[src/rtl/ptw_mem_responder.sv]
// ptw_mem_responder
// Serves the MMU page-table-walk port. A PTE read request (ptw_req/ptw_addr)
// is turned into a single Wishbone classic read; the returned word is handed
// back on ptw_data together with a one-cycle ptw_ack. Bus errors, timeouts
// and misaligned addresses come back as an all-zero PTE (V=0) plus a
// one-cycle bus_fault pulse, so the MMU faults through its normal path.
//
// Ports:
//   clk, rst            clock, asynchronous active-high reset
//   ptw_req, ptw_addr   walk request and PTE physical address (held until acked)
//   ptw_data, ptw_ack   returned PTE (zero unless acked) and one-cycle strobe
//   flush               SFENCE.VMA / satp write, invalidates the PTE cache
//   wb_*                Wishbone classic read master (we=0, sel=4'hF)
//   bus_fault           pulse when a read ended by error, timeout or misalignment
//   busy                high whenever the responder is not idle
//
// Parameters:
//   TIMEOUT_CYCLES      bus cycles to wait for ack/err, 0 waits forever
//   PTE_CACHE_ENTRIES   entries of the optional PTE cache (power of 2)
//
// Build option:
//   PTW_PTE_CACHE_EN    when defined, adds a small fully associative PTE cache
//                       that answers repeated walks without a bus read.
module ptw_mem_responder #(
   parameter int TIMEOUT_CYCLES    = 64,
   parameter int PTE_CACHE_ENTRIES = 4
) (
   input  logic        clk,
   input  logic        rst,
   input  logic        ptw_req,
   input  logic [31:0] ptw_addr,
   output logic [31:0] ptw_data,
   output logic        ptw_ack,
   input  logic        flush,
   output logic        wb_cyc_o,
   output logic        wb_stb_o,
   output logic        wb_we_o,
   output logic [3:0]  wb_sel_o,
   output logic [31:0] wb_adr_o,
   input  logic [31:0] wb_dat_i,
   input  logic        wb_ack_i,
   input  logic        wb_err_i,
   output logic        bus_fault,
   output logic        busy
);

   typedef enum logic [1:0] {
      IDLE = 2'd0,
      BUS  = 2'd1,
      RESP = 2'd2
   } state_t;

   state_t      state_q, state_d;
   logic [31:0] adr_q, adr_d;
   logic [31:0] data_q, data_d;
   logic [31:0] timeoutCnt_q, timeoutCnt_d;
   logic        ackEn_q, ackEn_d;
   logic        busFault_q, busFault_d;
   logic        fillOk_q, fillOk_d;

   logic        cacheHit;
   logic [31:0] cacheData;

   // Every output is a register or a decode of the state register, so the
   // request inputs never reach the bus combinationally.
   assign wb_cyc_o  = (state_q == BUS);
   assign wb_stb_o  = (state_q == BUS);
   assign wb_we_o   = 1'b0;
   assign wb_sel_o  = 4'hF;
   assign wb_adr_o  = adr_q;
   assign ptw_ack   = (state_q == RESP) && ackEn_q;
   assign ptw_data  = ptw_ack ? data_q : 32'h0;
   assign bus_fault = busFault_q;
   assign busy      = (state_q != IDLE);

   // State and datapath registers.
   always_ff @(posedge clk or posedge rst) begin
      if (rst) begin
         state_q      <= IDLE;
         adr_q        <= '0;
         data_q       <= '0;
         timeoutCnt_q <= '0;
         ackEn_q      <= 1'b0;
         busFault_q   <= 1'b0;
         fillOk_q     <= 1'b0;
      end else begin
         state_q      <= state_d;
         adr_q        <= adr_d;
         data_q       <= data_d;
         timeoutCnt_q <= timeoutCnt_d;
         ackEn_q      <= ackEn_d;
         busFault_q   <= busFault_d;
         fillOk_q     <= fillOk_d;
      end
   end

   // Next-state logic. ackEn tracks whether the MMU kept its request up for
   // the whole walk; a withdrawn request still finishes the bus read but is
   // neither acknowledged nor cached. fillOk marks a read that may be cached:
   // it is cleared by any flush seen while the read is in flight.
   always_comb begin
      state_d      = state_q;
      adr_d        = adr_q;
      data_d       = data_q;
      timeoutCnt_d = timeoutCnt_q;
      ackEn_d      = ackEn_q;
      busFault_d   = 1'b0;
      fillOk_d     = fillOk_q;
      unique case (state_q)
         IDLE: begin
            if (ptw_req) begin
               adr_d        = {ptw_addr[31:2], 2'b00};
               ackEn_d      = 1'b1;
               timeoutCnt_d = '0;
               fillOk_d     = 1'b0;
               if (ptw_addr[1:0] != 2'b00) begin
                  data_d     = '0;
                  busFault_d = 1'b1;
                  state_d    = RESP;
               end else if (cacheHit) begin
                  data_d  = cacheData;
                  state_d = RESP;
               end else begin
                  fillOk_d = 1'b1;
                  state_d  = BUS;
               end
            end
         end
         BUS: begin
            timeoutCnt_d = timeoutCnt_q + 32'd1;
            if (!ptw_req) begin
               ackEn_d = 1'b0;
            end
            if (flush) begin
               fillOk_d = 1'b0;
            end
            if (wb_ack_i) begin
               data_d   = wb_dat_i;
               fillOk_d = fillOk_q && !flush && wb_dat_i[0];
               state_d  = RESP;
            end else if (wb_err_i) begin
               data_d     = '0;
               fillOk_d   = 1'b0;
               busFault_d = 1'b1;
               state_d    = RESP;
            end else if ((TIMEOUT_CYCLES != 0) &&
                         (timeoutCnt_q == 32'(TIMEOUT_CYCLES - 1))) begin
               data_d     = '0;
               fillOk_d   = 1'b0;
               busFault_d = 1'b1;
               state_d    = RESP;
            end
         end
         RESP: begin
            state_d = IDLE;
         end
         default: begin
            state_d = IDLE;
         end
      endcase
   end

`ifdef PTW_PTE_CACHE_EN
   localparam int IDX_W = (PTE_CACHE_ENTRIES > 1) ? $clog2(PTE_CACHE_ENTRIES) : 1;

   logic [PTE_CACHE_ENTRIES-1:0] cValid_q;
   logic [29:0]                  cTag_q [PTE_CACHE_ENTRIES];
   logic [31:0]                  cPte_q [PTE_CACHE_ENTRIES];
   logic [IDX_W-1:0]             rrPtr_q;
   logic [IDX_W-1:0]             victim;
   logic                         cacheFill;

   // Tag lookup against the live request address. A flush in the same cycle
   // forces a miss so a stale entry can never answer.
   always_comb begin
      cacheHit  = 1'b0;
      cacheData = '0;
      for (int i = 0; i < PTE_CACHE_ENTRIES; i++) begin
         if (cValid_q[i] && (cTag_q[i] == ptw_addr[31:2])) begin
            cacheHit  = 1'b1;
            cacheData = cPte_q[i];
         end
      end
      if (flush) begin
         cacheHit = 1'b0;
      end
   end

   // Victim is the lowest free entry; only when the cache is full does the
   // round-robin pointer pick one.
   always_comb begin
      victim = rrPtr_q;
      for (int i = PTE_CACHE_ENTRIES - 1; i >= 0; i--) begin
         if (!cValid_q[i]) begin
            victim = IDX_W'(i);
         end
      end
   end

   assign cacheFill = (state_q == RESP) && ackEn_q && fillOk_q && !flush;

   // Valid bits and replacement pointer; flush takes priority over a fill.
   always_ff @(posedge clk or posedge rst) begin
      if (rst) begin
         cValid_q <= '0;
         rrPtr_q  <= '0;
      end else if (flush) begin
         cValid_q <= '0;
      end else if (cacheFill) begin
         cValid_q[victim] <= 1'b1;
         if (&cValid_q) begin
            rrPtr_q <= (rrPtr_q == IDX_W'(PTE_CACHE_ENTRIES - 1)) ? '0 : rrPtr_q + 1'b1;
         end
      end
   end

   // Tag and PTE storage need no reset; the valid bits guard them.
   always_ff @(posedge clk) begin
      if (cacheFill) begin
         cTag_q[victim] <= adr_q[31:2];
         cPte_q[victim] <= data_q;
      end
   end
`else
   logic unusedCacheCfg;

   assign cacheHit       = 1'b0;
   assign cacheData      = '0;
   assign unusedCacheCfg = ^{flush, fillOk_q, PTE_CACHE_ENTRIES};
`endif

endmodule

[config.mk]
export PLATFORM = sky130hd
export DESIGN_NAME = ptw_mem_responder
export DESIGN_NICKNAME = d
export VERILOG_FILES = /design/src/rtl/ptw_mem_responder.sv
export SDC_FILE = /design/constraint.sdc
export NUM_CORES = 1
export LEC_CHECK = 0
export CAP_MARGIN = 10
export CORE_AREA = 2 2 110 112
export CTS_BUF_LIST = sky130_fd_sc_hd__clkbuf_8
export DETAILED_ROUTE_END_ITERATION = 6
export DIE_AREA = 0 0 112 114
export PLACE_DENSITY = 0.77
export SLEW_MARGIN = 20
export SYNTH_ARGS = -nofsm -noshare
export SYNTH_HDL_FRONTEND = slang
export SYNTH_SLANG_ARGS = --single-unit
[constraint.sdc]
create_clock -name clk -period 2.7 [get_ports clk]
set_input_delay 0.27 -clock clk [delete_from_list [all_inputs] [get_ports clk]]
set_output_delay 0.27 -clock clk [all_outputs]
set_load 0.01 [all_outputs]
==> results of run 1 <==
cells in the mapped netlist (all sizes together) (3+ instances only):
master  count
nor4        9
a22o        3
mux2i      23
nor3        4
nand2     192
nor2        9
and2       34
nand3      14
buf        25
and3        3
nand4      14
o211ai     34
o21ai      40
inv         7
clkbuf     18
dfrtp      98
worst max-delay path, stage by stage, from the launching register on:
cell             delay, ps
dfrtp_1                590
nor2_1                 190
buf_4                  290
and2_1                 200
clkdlybuf4s50_1        540
registers in the layout (all words and copies together), names as in the netlist:
signal,count
data_q,32
state_q,2
timeoutCnt_q,32
bus_fault,1
ackEn_q,1
wb_adr_o,30
area by class of cell:
cell class | instances | area [µm²]
Timing Repair Buffer | 151 | 1510
Multi-Input combinational cell | 410 | 2390
Clock inverter | 7 | 93.8
Sequential cell | 98 | 2450
Tap cell | 147 | 184
Inverter | 7 | 30.0
Clock buffer | 9 | 124
Fill cell | 1069 | 4920
power groups by stage:
stage	Combinational, mW	Sequential [mW]	Clock, mW
detailed placement	0.732	1.72	0
floorplan	0.289	1.74	0
global placement	0.715	1.71	0
global route	0.797	1.71	1.14
CTS	0.735	1.69	1.07
finish	0.723	1.69	1.04
per-layer routing:
metal,vias to the layer above,GRT usage
met3,11,0.0606
met2,124,0.325
met4,0,0.0561
met1,2151,0.261
met5,-,0
li1,2109,-
stage by stage:
step / std cells / utilization
6_report: 829 / 0.580
5_1_grt: 829 / 0.580
4_1_cts: 829 / 0.580
3_5_place_dp: 813 / 0.561
3_3_place_gp: 813 / 0.561
2_1_floorplan: 558 / -
worst paths after layout:
check	slack, ps	end	cells past startpoint	start
min in group clk	420	wb_adr_o[24]	3	ptw_addr[24]
worst min-delay path	370	data_q[19]	2	rst
worst min register to register	480	wb_adr_o[18]	2	wb_adr_o[18]
worst max-delay path	240	ptw_data[19]	4	state_q[0]
worst max register to register	700	data_q[14]	5	state_q[0]
max in group asynchronous	1650	timeoutCnt_q[0]	3	rst
logic make-up after synthesis:
kind of cell,count (synthesis)
mux,24
compound gates,90
fa+ha+maj,1
other cells,2
buf+inv,50
flops,98
simple gates,288
==> metrics.yaml, run 1 <==
yosys:
  synthXorXnorAreaFrac: 0
  synth_compound_area_frac: 0.146
  synthDistinctLibCells: 43
  yosys_warnings: 0
  synth_top_area_frac: 0.483
  synth_seq_cells: 98
  synth_mux_area_frac: 0.0476
  ys_seq_area_frac: 0.483
  syn_area_per_cell_um2: 9.18
  synth_edf_count: 0
  synth_simple_gate_area_frac: 0.266
  ys_async_sr_fraction: 1.00
  yosysTopAreaCell: "dfrtp_1"
  syn_area_um2: 5080
  synthFlopType: "dfrtp_1"
  yosys-top-cells-area: "dfrtp_1 (48%), nand2_1 (14%), o211ai_2 (7.1%)"
  synthAdderAreaFrac: 0.00246
  synth_cells: 553
  synth_top_family_by_area: "simple AND/OR/NAND/NOR gates"
power:
  pwr-share-seq: 0.490
  p_int_mw: 2.51
  power_mw: 3.45
  switching_power_uw: 946
  pwr-share-clk: 0.301
  power_frac_comb: 0.209
  swShare: 0.274
  power_density_nw_per_um2: 508
  vdd_drop_max_mv: 0.314
  leakage_nw: 3.24
sta:
  hold_viol: 0
  skew_ps: 12.2
  fin_setup_tns_ps: 0
  slew_viol_final: 0
  fin_hold_ws_ps: 373
  slew_headroom: 0.499
  max_freq_ghz: 0.406
  fin_crit_ps: 2460
  rsz0062_at_grt: "no"
  setup_violations: 0
  setup_slack_ps: 239
  worst_pin_slew_ps: 750
  finalCritPeriodShare: 0.911
clock_tree:
  clock_latency_ps: 370
  post_cts_resized: 0
  clockBufferDepth: 2
  cts-root-buf: "clkbuf_8"
  cts_htree_levels: 3
  cts_tree: "built"
  clk_pin_slew_ps: 100
  clock_sinks: 98
  cts_buffers: 9
  cts_hold_buf: 0
  cts_setup_buffers: 0
layout:
  drive_gt1_frac: 0.109
  layout_commonest_cell: "nand2_1"
  final_area_um2: 6790
  n_antenna_cell: 0
  final_cell_mix: "nand2_1 (192), clkdlybuf4s50_1 (135), dfrtp_1 (98)"
  nets: 748
  area.growth.synth_to_final_pct: 33.7
placed_design:
  place_area_um2: 6570
  dp_hpwl_um: 8710
  place_congestion: 0.783
  place_ws_ps: 588
  portBuffers: 135
worst_setup_path:
  worstSetupPathType: "flop to primary output"
  path_max_fanout: 33
  cp-start-kind: "flop"
  required_ps: 2430
  cp-end-kind: "primary output"
  arrival_ps: 2190
floorplan:
  dieArea_um2: 12800
  io_pins: 144
  initial_core_util: 0.434
  coreArea_um2: 11700
  placementRows: 40
  die_h_um: 114
  die_x_um: 112
drt:
  met3_length_um: 841
  wl_met1_um: 5260
  first_iter_violations: 252
  firstDrtPassIters: 4
  wl_um: 12200
  via_per_inst: 5.30
  num_vias: 4395
  wl_met2_um: 6020
  remaining_drc_errors: 0
  ant_nets: 0
  dr.max_layer_used: "met4"
  detail_route.wl_per_cell_um: 14.8
grt:
  grt_pass1_wl_um: 21100
  grt_antenna_before_repair: 0
  grt_max_degree: 39
  overflow: 0
  grtUsageTotal: 0.199
  grt_pass1_vias: 4415
status:
  status: "finished, final reports clean"
min_path:
  hold_class: "input pin to async pin"
run:
  maxCapViolCount: 0
Note: power is estimated with default switching activity, not from simulation.
==> run 2: changes to the inputs <==
--- a/config.mk
+++ b/config.mk
@@ -10,8 +10,8 @@
 export CTS_BUF_LIST = sky130_fd_sc_hd__clkbuf_8
 export DETAILED_ROUTE_END_ITERATION = 6
 export DIE_AREA = 0 0 112 114
-export PLACE_DENSITY = 0.77
-export SLEW_MARGIN = 20
+export PLACE_DENSITY_LB_ADDON = 0.05
+export SLEW_MARGIN = 40
 export SYNTH_ARGS = -nofsm -noshare
 export SYNTH_HDL_FRONTEND = slang
 export SYNTH_SLANG_ARGS = --single-unit
==> metrics.yaml, run 2 (synthesis results as in run 1) <==
floorplan:
  io_pins: 144  # unchanged
  placementRows: 40  # unchanged
  die_x_um: 112  # unchanged
  coreArea_um2: 11700  # unchanged
  dieArea_um2: 12800  # unchanged
  die_h_um: 114  # unchanged
  initial_core_util: 0.434  # unchanged
clock_tree:
  clock_latency_ps: 390  # was 370 ps
  cts_buffers: 9  # unchanged
  clock_sinks: 98  # unchanged
  cts-root-buf: "clkbuf_8"  # unchanged
  clockBufferDepth: 2  # unchanged
  cts_tree: "built"  # unchanged
  cts_htree_levels: 3  # unchanged
  clk_pin_slew_ps: 100  # about the same
  cts_setup_buffers: 0  # unchanged
sta:
  slew_headroom: 0.583  # was 0.499
  slew_viol_final: 0  # unchanged
  hold_viol: 0  # unchanged
  worst_pin_slew_ps: 619  # was 750 ps
  skew_ps: 12.1  # was 12.2 ps
  finalCritPeriodShare: 0.907  # was 0.911
  max_freq_ghz: 0.408  # was 0.406 GHz
  fin_crit_ps: 2450  # was 2460 ps
  rsz0062_at_grt: "no"  # unchanged
  fin_setup_tns_ps: 0  # unchanged
  setup_violations: 0  # unchanged
drt:
  first_iter_violations: 169  # was 252
  firstDrtPassIters: 4  # unchanged
  num_vias: 4246  # was 4,395
  remaining_drc_errors: 0  # unchanged
  wl_um: 12400  # was 12,200 µm
  detail_route.wl_per_cell_um: 15.0  # was 14.8 µm
  via_per_inst: 5.15  # was 5.30
  ant_nets: 0  # unchanged
layout:
  area.growth.synth_to_final_pct: 32.6  # was 33.7%
  drive_gt1_frac: 0.105  # was 0.109
  nets: 744  # was 748
  n_antenna_cell: 0  # unchanged
  final_cell_mix: "nand2_1 (192), clkdlybuf4s50_1 (135), dfrtp_1 (97)"  # was nand2_1 (192), clkdlybuf4s50_1 (135), dfrtp_1 (98)
  layout_commonest_cell: "nand2_1"  # unchanged
  fin_util: 0.575  # was 0.580
grt:
  grtUsageTotal: 0.202  # was 0.199
  grt_antenna_before_repair: 0  # unchanged
  grt_pass1_vias: 4152  # was 4,415
  grt_pass1_wl_um: 20900  # was 21,100 µm
  grt_max_degree: 53  # was 39
  overflow: 0  # unchanged
worst_setup_path:
  arrival_ps: 2180  # was 2190 ps
  required_ps: 2430  # about the same
  cp-end-kind: "primary output"  # unchanged
  path_cells: "nand2_1 -> nor2_1 -> buf_4 -> and2_1 -> clkdlybuf4s50_1"  # was nor2_1 -> buf_4 -> and2_1 -> clkdlybuf4s50_1
  crit_slowest_cell: "clkdlybuf4s50_1"  # was dfrtp_1
  cpPeakStageDelay_ps: 580  # was 590 ps
  worstSetupPathType: "flop to primary output"  # unchanged
  cp-start-kind: "flop"  # unchanged
  path_max_fanout: 33  # unchanged
power:
  vdd_drop_max_mv: 0.320  # was 0.314 mV
  p_int_mw: 2.35  # was 2.51 mW
  pwr-share-clk: 0.277  # was 0.301
  power_density_nw_per_um2: 495  # was 508 nW/µm²
  pwr-share-seq: 0.507  # was 0.490
  switching_power_uw: 981  # was 946 µW
  swShare: 0.294  # was 0.274
  power_frac_comb: 0.216  # was 0.209
  leakage_nw: 3.20  # was 3.24 nW
placed_design:
  dp_hpwl_um: 8180  # was 8710 µm
  place_congestion: 0.748  # was 0.783
  portBuffers: 135  # unchanged
run:
  maxCapViolCount: 0  # unchanged
min_path:
  hold_class: "input pin to async pin"  # unchanged
status:
  status: "finished, final reports clean"  # unchanged
==> run 2: routing by layer <==
layer	share of wire	wire length, µm	GRT usage
met1	0.45	5530	0.268
met2	0.44	5490	0.301
met3	0.094	1160	0.0797
met4	0.017	212	0.0764
met5	0	0	0
==> run 2: through the flow <==
stage	instance area [µm²]	total power, mW	hold slack, ps	std cells	setup WS, ps
finish	6730	3.33	248	825	252
CTS	6730	3.39	251	825	160
global route	6730	3.52	296	825	122
floorplan	5100	2.03	375	558	954
global placement	6540	2.43	456	809	495
detailed placement	6540	2.45	462	809	472
==> run 2: repair_timing <==
item,CTS,global route
resized for setup,0,1
hold buffers,0,0
setup endpoints to repair,0,1
==> run 2: power groups by stage <==
stage | Sequential (mW) | Clock (mW) | Combinational (mW)
floorplan | 1.74 | 0 | 0.289
global placement | 1.71 | 0 | 0.724
detailed placement | 1.72 | 0 | 0.731
CTS | 1.69 | 0.962 | 0.733
global route | 1.71 | 1.01 | 0.793
finish | 1.69 | 0.922 | 0.721
==> run 2: cell type report <==
| class | count | area, µm² |
|---|---|---|
| clock inverters | 6 | 51.3 |
| inverters | 7 | 30.0 |
| well taps | 147 | 184 |
| clock buffers | 10 | 138 |
| flip-flops and latches | 98 | 2450 |
| repair buffers | 147 | 1480 |
| multi-input cells | 410 | 2390 |
| fillers | 1051 | 4980 |
==> run 2: final timing paths <==
path                              start         endpoint  slack [ps]  cells past startpoint
hold reg to reg             wb_adr_o[7]      wb_adr_o[7]         480                      2
max in group asynchronous           rst  timeoutCnt_q[6]        1750                      3
min in group clk           ptw_addr[28]     wb_adr_o[28]         400                      3
setup reg to reg             state_q[1]       data_q[14]         700                      5
hold / removal                      rst     wb_adr_o[27]         250                      2
setup / recovery             state_q[1]     ptw_data[20]         250                      5
==> run 2: worst max-delay path: cells and delay by family, from the launching register on <==
| kind | cells | cell delay (ps) |
|---|---|---|
| and+or+nand+nor | 3 | 350 |
| DFF | 1 | 560 |
| buffers and inverters | 2 | 870 |
